### src/rtl/apb_master.sv
// -----------------------------------------------------------------------------
// apb_master
//
// Single-outstanding APB4 requester. A command accepted on the valid/ready
// interface becomes one SETUP + ACCESS transfer. The completion status is then
// held on the rsp_* outputs until it is consumed. Every ACCESS phase is bounded
// by a wait-state timeout. When the timeout fires, the transfer is aborted and
// reported as an error.
//
// State table
//   state    | meaning
//   ---------+-------------------------------------------------------------
//   S_IDLE   | cmd_ready=1, waiting for a command
//   S_SETUP  | psel=1, penable=0, wait counter cleared
//   S_ACCESS | psel=1, penable=1, waiting for pready or timeout
//   S_RESP   | bus idle, rsp_valid=1 held until rsp_ready
//
// Ports
//   pclk, rst         clock, asynchronous active-high reset
//   cmd_valid/ready   command handshake (cmd_ready decoded from state)
//   cmd_write         1 = write, 0 = read
//   cmd_addr          byte address
//   cmd_wdata         write data
//   cmd_strb          write byte strobes
//   rsp_valid/ready   response handshake, response held until consumed
//   rsp_rdata         read data (0 for writes and timeouts)
//   rsp_err           pslverr or timeout
//   rsp_timeout       transfer aborted by timeout
//   psel..pstrb       APB requester outputs (all registered)
//   pready, prdata,
//   pslverr           APB completer inputs
// -----------------------------------------------------------------------------
module apb_master #(
    parameter int ADDR_WIDTH = 12,
    parameter int DATA_WIDTH = 32,
    parameter int TIMEOUT    = 16
) (
    input  logic                    pclk,
    input  logic                    rst,

    input  logic                    cmd_valid,
    output logic                    cmd_ready,
    input  logic                    cmd_write,
    input  logic [ADDR_WIDTH-1:0]   cmd_addr,
    input  logic [DATA_WIDTH-1:0]   cmd_wdata,
    input  logic [DATA_WIDTH/8-1:0] cmd_strb,

    output logic                    rsp_valid,
    input  logic                    rsp_ready,
    output logic [DATA_WIDTH-1:0]   rsp_rdata,
    output logic                    rsp_err,
    output logic                    rsp_timeout,

    output logic                    psel,
    output logic                    penable,
    output logic                    pwrite,
    output logic [ADDR_WIDTH-1:0]   paddr,
    output logic [DATA_WIDTH-1:0]   pwdata,
    output logic [DATA_WIDTH/8-1:0] pstrb,
    input  logic                    pready,
    input  logic [DATA_WIDTH-1:0]   prdata,
    input  logic                    pslverr
);

    localparam int CNT_WIDTH = $clog2(TIMEOUT) + 1;
    localparam bit TIMEOUT_EN = (TIMEOUT != 0);
    localparam logic [CNT_WIDTH-1:0] CNT_ONE   = CNT_WIDTH'(1);
    localparam logic [CNT_WIDTH-1:0] CNT_MAX   = '1;
    // The limit value is only used when the timeout is enabled.
    localparam logic [CNT_WIDTH-1:0] CNT_LIMIT = TIMEOUT_EN ? CNT_WIDTH'(TIMEOUT - 1) : '0;

    typedef enum logic [1:0] {
        S_IDLE   = 2'd0,
        S_SETUP  = 2'd1,
        S_ACCESS = 2'd2,
        S_RESP   = 2'd3
    } state_t;

    state_t                 r_state;
    logic [CNT_WIDTH-1:0]   r_wait_cnt;
    logic                   w_timeout_hit;

    assign cmd_ready     = (r_state == S_IDLE);
    // The count equals the number of pready-low ACCESS cycles that came before
    // the current one. It hits the limit on the TIMEOUT-th ACCESS cycle.
    assign w_timeout_hit = TIMEOUT_EN && (r_wait_cnt == CNT_LIMIT);

    always_ff @(posedge pclk or posedge rst) begin
        if (rst) begin
            r_state     <= S_IDLE;
            r_wait_cnt  <= '0;
            psel        <= 1'b0;
            penable     <= 1'b0;
            pwrite      <= 1'b0;
            paddr       <= '0;
            pwdata      <= '0;
            pstrb       <= '0;
            rsp_valid   <= 1'b0;
            rsp_rdata   <= '0;
            rsp_err     <= 1'b0;
            rsp_timeout <= 1'b0;
        end else begin
            case (r_state)
                S_IDLE: begin
                    if (cmd_valid) begin
                        pwrite     <= cmd_write;
                        paddr      <= cmd_addr;
                        // Reads carry no data and no strobes on the bus.
                        pwdata     <= cmd_write ? cmd_wdata : '0;
                        pstrb      <= cmd_write ? cmd_strb  : '0;
                        psel       <= 1'b1;
                        penable    <= 1'b0;
                        r_wait_cnt <= '0;
                        r_state    <= S_SETUP;
                    end
                end

                S_SETUP: begin
                    penable    <= 1'b1;
                    r_wait_cnt <= '0;
                    r_state    <= S_ACCESS;
                end

                S_ACCESS: begin
                    // pready takes priority over a timeout in the same cycle.
                    if (pready) begin
                        psel        <= 1'b0;
                        penable     <= 1'b0;
                        rsp_valid   <= 1'b1;
                        rsp_rdata   <= pwrite ? '0 : prdata;
                        rsp_err     <= pslverr;
                        rsp_timeout <= 1'b0;
                        r_state     <= S_RESP;
                    end else if (w_timeout_hit) begin
                        psel        <= 1'b0;
                        penable     <= 1'b0;
                        rsp_valid   <= 1'b1;
                        rsp_rdata   <= '0;
                        rsp_err     <= 1'b1;
                        rsp_timeout <= 1'b1;
                        r_state     <= S_RESP;
                    end else if (r_wait_cnt != CNT_MAX) begin
                        r_wait_cnt  <= r_wait_cnt + CNT_ONE;
                    end
                end

                S_RESP: begin
                    if (rsp_ready) begin
                        rsp_valid <= 1'b0;
                        r_state   <= S_IDLE;
                    end
                end

                default: begin
                    r_state <= S_IDLE;
                end
            endcase
        end
    end

endmodule

### config.mk
export PLATFORM = sky130hd
export DESIGN_NAME = apb_master
export DESIGN_NICKNAME = d
export VERILOG_FILES = /design/src/rtl/apb_master.sv
export SDC_FILE = /design/constraint.sdc
export NUM_CORES = 1
export LEC_CHECK = 0
export CORE_ASPECT_RATIO = 1.1
export CORE_MARGIN = 10
export CORE_UTILIZATION = 44
export DETAILED_ROUTE_END_ITERATION = 6
export PLACE_DENSITY = 0.85
export SLEW_MARGIN = 20
export SYNTH_ARGS = -nofsm -noshare
export SYNTH_HDL_FRONTEND = slang
export SYNTH_SLANG_ARGS = --single-unit
### constraint.sdc
create_clock -name pclk -period 6 [get_ports pclk]
set_clock_uncertainty 0.2 [all_clocks]
set_input_delay 0.9 -clock pclk [delete_from_list [all_inputs] [get_ports pclk]]
set_output_delay 0.9 -clock pclk [all_outputs]
set_load 0.02 [all_outputs]
==> flow_summary.yaml, run 1 <==
floorplanning:
  core_area_um2: 8320
  die_w_um: 108
  initial_core_util_pct: 44.7
  io_pins: 174
  rows: 35
  dieArea_um2: 12500
  die_h_um: 116
hold_path:
  holdPathEnd: "paddr[3]$_DFFE_PP0P_"
  min_path_type: "reg2reg"
  timing.hold.worst_path_depth: 2
  hp-start: "paddr[3]$_DFFE_PP0P_"
power_and_ir_drop:
  pwr-share-seq_pct: 35.2
  total_leakage_power_nw: 2.59
  p_clk_share_pct: 16.2
  p_switching_mw: 1.14
  p_comb_share_pct: 48.6
  p_sw_share_pct: 38.7
  p_int_mw: 1.81
  p_total_mw: 2.95
  powerDensity_nw_per_um2: 512
  ir_drop_mv: 0.388
finish:
  fin_util_pct: 69.3
  final_cell_area_um2: 5770
  drive_gt1_share_pct: 5.31
  final_nets: 617
  fin_cells: 638
  syn2layout_area_growth_pct: 55.1
  antenna_cells: 0
timing:
  clock.fmax_mhz: 333
  maxSlewViolCount: 0
  worstMarginPinSlew_ns: 0.856
  rsz0062_at_grt: "no"
  setup_slack_ns: 3.00
  min_period_ns: 3.00
  setup_viol: 0
  slew_headroom_pct: 42.7
  finalCritPeriodShare_pct: 50.0
  finalHoldViolations: 0
  setup_tns_ns: 0
  whs_ns: 0.282
critical_path:
  cp-end-kind: "primary output"
  worstSetupStartpointType: "flip-flop"
  crit-reg2reg-capture: "rsp_rdata[3]$_DFFE_PP0P_"
  reg2reg_slack_ns: 3.61
  cp_data_required_time_ns: 4.90
  crit_arrival_ns: 1.90
  critical_path_class: "reg2out"
  r2r_start: "r_state[0]$_DFFE_PP0P_"
  path_buf_inv: 2
  critical-path-max-stage-delay_ns: 0.68
  cp_slowest_cell: "clkdlybuf4s50_1"
  r2r_cells: 5
  worst-path-max-fanout: 7
  cp_top_family: "buffers and inverters"
  worstPathCellList: "inv_1, ha_1, clkdlybuf4s50_1"
global_routing:
  grt_pass1_vias: 3348
  grt_pass1_wl_um: 17500
  grt_max_degree: 86
  antenna_found_initial: 0
  grtUsageTotal_pct: 17.5
  gr-total-overflow: 0
placement:
  io_buffers: 173
  place_inst: 622
  pre_cts_ws_ns: 2.84
  globalplace.congestion: 0.795
  place_area_um2: 5530
  dpl.hpwl_um: 8360
clocking:
  clkLatencyLatePin_ns: 0.35
  cts-buffers-inserted: 9
  clockBufferDepth: 2
  cts_resized: 0
  cts_tree: "done"
  root_buffer: "clkbuf_8"
  hold_buffers: 0
  cts_max_level: 3
  post-cts-setup-buffers: 0
  clock-sinks: 93
  clkTransAtPathRegs_ns: 0.10
synth:
  ys_types: 28
  synth.most_common_cell: "nand2_1"
  syn_inst: 356
  syn_area_per_cell_um2: 10.4
  synth_top_area_cell: "dfrtp_1"
  ys_seq_elements: 93
  postSynth.asyncResetShare_pct: 100
  synth_common_cells: "nand2_1 (120), dfrtp_1 (93), o21ai_1 (40), a22o_1 (35), buf_2 (14)"
  mappedNetlistArea_um2: 3720
  synth_area_leaders: "dfrtp_1 (63%), nand2_1 (12%), a22o_1 (8.2%)"
  synth_edf_count: 0
  ys_seq_area_share_pct: 62.6
  syn_nets: 451
  ys_warn_count: 0
  synthFlopType: "dfrtp_1"
  synth_top_area_share_pct: 62.6
run:
  maxCapViolations: 0
drt:
  avgViaCountPerCell: 5.02
  via_count: 3203
  antenna_left: 0
  dr.pass1.iters: 4
  finalWirelength_um: 11200
  first_iter_violations: 118
  post-route-drc-count: 0
  wl_per_cell_um: 17.6
outcome:
  status: "finished clean"
[metal layers]
metal,part of all wire [%],track usage [%]
met5,0,0
met4,2.2,6.77
met3,8.5,6.13
met2,50,29.8
met1,39,19.9
[worst max path at each step]
stage | endpoint | slack [ns] | depth (start not counted) | start
after floorplan | paddr[0]$_DFFE_PP0P_ | 2.48 | 1 | rst
after global placement | rsp_rdata[29]$_DFFE_PP0P_ | 2.97 | 4 | pready
after detailed placement | rsp_rdata[2]$_DFFE_PP0P_ | 2.84 | 4 | pready
after CTS | cmd_ready | 2.99 | 3 | r_state[0]$_DFFE_PP0P_
after global routing | cmd_ready | 2.87 | 3 | r_state[0]$_DFFE_PP0P_
final | cmd_ready | 3.00 | 3 | r_state[0]$_DFFE_PP0P_
[power by group through the flow]
stage               Clock, mW  Sequential [mW]  Combinational [mW]
floorplan                   0             1.34               0.435
global placement            0             1.04                1.40
detailed placement          0             1.05                1.45
CTS                     0.488             1.04                1.45
global route            0.516             1.07                1.54
finish                  0.478             1.04                1.44
[sequential cells by signal, summed over array words and instances, names as in the netlist, 2 cells and up]
name,flops
pwdata,32
rsp_rdata,32
paddr,12
r_wait_cnt,5
pstrb,4
r_state,2
[layout make-up]
cell class,count,area [um2]
Fill cell,629,2550
Sequential cell,93,2330
Timing Repair Buffer,176,1750
Multi-Input combinational cell,232,1280
Tap cell,111,139
Clock buffer,10,138
Clock inverter,6,93.8
Inverter,10,40.0
[cell families after synthesis]
kind of cell | share of synthesized area [%]
simple gates | 14.0
flops | 62.6
compound gates | 16.3
buf+inv | 3.60
fa+ha+maj | 2.69
mux | 0.875
[cells in the final DEF (no fill, tap or decap)]
| cell type | synthesis | layout |
|---|---|---|
| clkdlybuf4s50_1 | 0 | 173 |
| nand2_1 | 120 | 119 |
| dfrtp_1 | 93 | 93 |
| o21ai_1 | 40 | 39 |
| a22o_1 | 35 | 35 |
| clkbuf_8 | 0 | 10 |
| inv_1 | 9 | 8 |
| a21oi_1 | 8 | 8 |
| ha_1 | 8 | 8 |
| nor2_1 | 3 | 3 |
| buf_4 | 0 | 3 |
| mux2_1 | 2 | 2 |
| inv_6 | 0 | 2 |
| bufinv_16 | 0 | 2 |
| o21ai_4 | 0 | 1 |
| nor2_4 | 0 | 1 |
| nor3_2 | 1 | 1 |
| nand3_1 | 1 | 1 |
| or3_4 | 1 | 1 |
| a21o_1 | 1 | 1 |
| mux2i_1 | 1 | 1 |
| o22ai_1 | 1 | 1 |
| a21boi_0 | 1 | 1 |
| o31ai_1 | 1 | 1 |
| nand4_1 | 1 | 1 |
| o32ai_1 | 1 | 1 |
| nor2b_1 | 1 | 1 |
| nor2_2 | 2 | 1 |
| o32a_1 | 1 | 1 |
| nand2_2 | 0 | 1 |
| and3_1 | 1 | 1 |
| inv_4 | 0 | 1 |
| inv_2 | 1 | 1 |
| o31ai_2 | 1 | 1 |
| clkinvlp_4 | 0 | 1 |
| clkinv_4 | 0 | 1 |
[tightest hold or removal path, delay by kind of cell, from the launching register on]
family,cells,cell delay (ns)
DFF,1,0.35
and+or+nand+nor,2,0.10
Power figures use the tool's default switching activity.
==> run 2, diff against run 1 <==
--- a/config.mk
+++ b/config.mk
@@ -7,9 +7,9 @@
 export LEC_CHECK = 0
 export CORE_ASPECT_RATIO = 1.1
 export CORE_MARGIN = 10
-export CORE_UTILIZATION = 44
+export CORE_UTILIZATION = 37
 export DETAILED_ROUTE_END_ITERATION = 6
-export PLACE_DENSITY = 0.85
+export PLACE_DENSITY = 0.76
 export SLEW_MARGIN = 20
 export SYNTH_ARGS = -nofsm -noshare
 export SYNTH_HDL_FRONTEND = slang
==> constraint.sdc (replaced) <==
create_clock -name pclk -period 2.6 [get_ports pclk]
set_clock_uncertainty 0.2 [all_clocks]
set_input_delay 0.39 -clock pclk [delete_from_list [all_inputs] [get_ports pclk]]
set_output_delay 0.39 -clock pclk [all_outputs]
set_load 0.02 [all_outputs]
==> flow_summary.yaml, run 2 (synthesized netlist as in run 1, its figures left out) <==
global_routing:
  grt_pass1_wl_um: 17300
  gr-total-overflow: 0
  antenna_found_initial: 0
  grtUsageTotal_pct: 15.0
  grt_pass1_vias: 3272
  grt_max_degree: 66
hold_path:
  min_path_type: "reg2reg"
  hp-start: "paddr[9]$_DFFE_PP0P_"
  holdPathEnd: "paddr[9]$_DFFE_PP0P_"
  timing.hold.worst_path_depth: 2
drt:
  finalWirelength_um: 11000
  first_iter_violations: 141
  via_count: 3160
  antenna_left: 0
  wl_per_cell_um: 16.9
  post-route-drc-count: 0
  dr.pass1.iters: 4
  avgViaCountPerCell: 4.85
power_and_ir_drop:
  powerDensity_nw_per_um2: 1160
  total_leakage_power_nw: 2.62
  p_int_mw: 4.20
  p_switching_mw: 2.59
  p_total_mw: 6.79
  pwr-share-seq_pct: 35.1
  ir_drop_mv: 0.603
  p_clk_share_pct: 15.7
  p_comb_share_pct: 49.2
  p_sw_share_pct: 38.1
clocking:
  clock-sinks: 93
  cts-buffers-inserted: 9
  root_buffer: "clkbuf_8"
  hold_buffers: 0
  clockBufferDepth: 2
  cts_tree: "done"
  post-cts-setup-buffers: 0
  clkLatencyLatePin_ns: 0.35
  cts_resized: 0
  cts_max_level: 3
  clkTransAtPathRegs_ns: 0.09
critical_path:
  critical-path-max-stage-delay_ns: 0.67
  r2r_cells: 7
  cp-end-kind: "primary output"
  worstSetupStartpointType: "flip-flop"
  r2r_start: "r_wait_cnt[0]$_DFFE_PP0P_"
  worstPathCellList: "inv_1, ha_1, clkdlybuf4s50_1"
  crit_arrival_ns: 1.89
  cp_data_required_time_ns: 2.01
  reg2reg_slack_ns: 0.40
  worst-path-max-fanout: 7
  crit-reg2reg-capture: "r_state[1]$_DFFE_PP0P_"
  cp_slowest_cell: "clkdlybuf4s50_1"
  crit_start: "r_state[0]$_DFFE_PP0P_"
  critical_path_class: "reg2out"
finish:
  fin_cells: 652
  final_common_cell: "clkdlybuf4s50_1"
  syn2layout_area_growth_pct: 56.9
  fillers: 802
  final_cell_mix: "clkdlybuf4s50_1 (173), nand2_1 (119), dfrtp_1 (93)"
  largestRegisters: "pwdata (32), rsp_rdata (32), paddr (12)"
  drive_gt1_share_pct: 6.20
  final_cell_area_um2: 5840
  final_nets: 622
  antenna_cells: 0
floorplanning:
  initial_core_util_pct: 37.8
  core_area_um2: 9840
  die_h_um: 125
  rows: 38
  die_w_um: 116
  io_pins: 174
  dieArea_um2: 14500
timing:
  worstMarginPinSlew_ns: 0.570
  clock.fmax_mhz: 403
  slew_headroom_pct: 62.0
  finalHoldViolations: 0
  finalCritPeriodShare_pct: 95.4
  rsz0062_at_grt: "no"
  whs_ns: 0.279
  setup_tns_ns: 0
  maxSlewViolCount: 0
  setup_viol: 0
  min_period_ns: 2.48
placement:
  io_buffers: 173
  globalplace.congestion: 0.797
  place_area_um2: 5610
  place_inst: 636
  dpl.hpwl_um: 8320
outcome:
  status: "finished clean"
run:
  maxCapViolations: 0
==> run 2: cell type report <==
class,count,area [um2],share of cell area [%]
clock inverters,6,86.3,1.48
well taps,120,150,2.57
clock buffers,10,138,2.36
repair buffers,181,1830,31.3
flip-flops and latches,93,2330,39.9
inverters,10,41.3,0.707
multi-input cells,232,1260,21.7
==> run 2: power groups by stage <==
stage                     registers (mW)  logic, mW  clock network (mW)
after floorplan                     3.10       1.00                   0
after global placement              2.39       3.30                   0
after detailed placement            2.42       3.38                   0
after CTS                           2.39       3.40                1.10
after global routing                2.46       3.61                1.16
final                               2.39       3.34                1.07
==> run 2: metrics by stage <==
stage	setup slack (ns)	util, %
after floorplan	0.605	-
after global placement	0.505	57.0
after detailed placement	0.422	57.0
after CTS	0.0873	59.3
after global routing	0.00420	59.3
final	0.120	59.3
==> run 2: worst max path at each step <==
| stage | to | cells after the start | slack (ns) |
|---|---|---|---|
| final | cmd_ready | 3 | 0.12 |
| after global routing | cmd_ready | 3 | 0.004 |
| after CTS | cmd_ready | 3 | 0.09 |
| after detailed placement | r_state[1]$_DFFE_PP0P_ | 7 | 0.42 |
| after global placement | r_state[1]$_DFFE_PP0P_ | 5 | 0.51 |
| after floorplan | r_wait_cnt[4]$_DFFE_PP0P_ | 7 | 0.60 |
==> run 2: critical path, delay by kind of cell, from the launching register on <==
kind / cells / cell delay [ns]
adder cells (fa/ha/maj): 1 / 0.32
flip-flops: 1 / 0.44
buffers and inverters: 2 / 0.78
==> run 2: metal layers <==
layer | global-route usage [%] | up-vias | part of all wire (%)
met5 | 0 | - | 0
met4 | 5.52 | 0 | 1.3
met3 | 5.93 | 11 | 9.1
met2 | 25.1 | 111 | 49
met1 | 16.7 | 1504 | 40
li1 | - | 1534 | -
==> run 3, diff against run 2 <==
--- a/config.mk
+++ b/config.mk
@@ -14,3 +14,4 @@
 export SYNTH_ARGS = -nofsm -noshare
 export SYNTH_HDL_FRONTEND = slang
 export SYNTH_SLANG_ARGS = --single-unit
+export TNS_END_PERCENT = 100
==> results of run 3 <==
The final DEF is identical to that of run 2; final timing and power are the same.
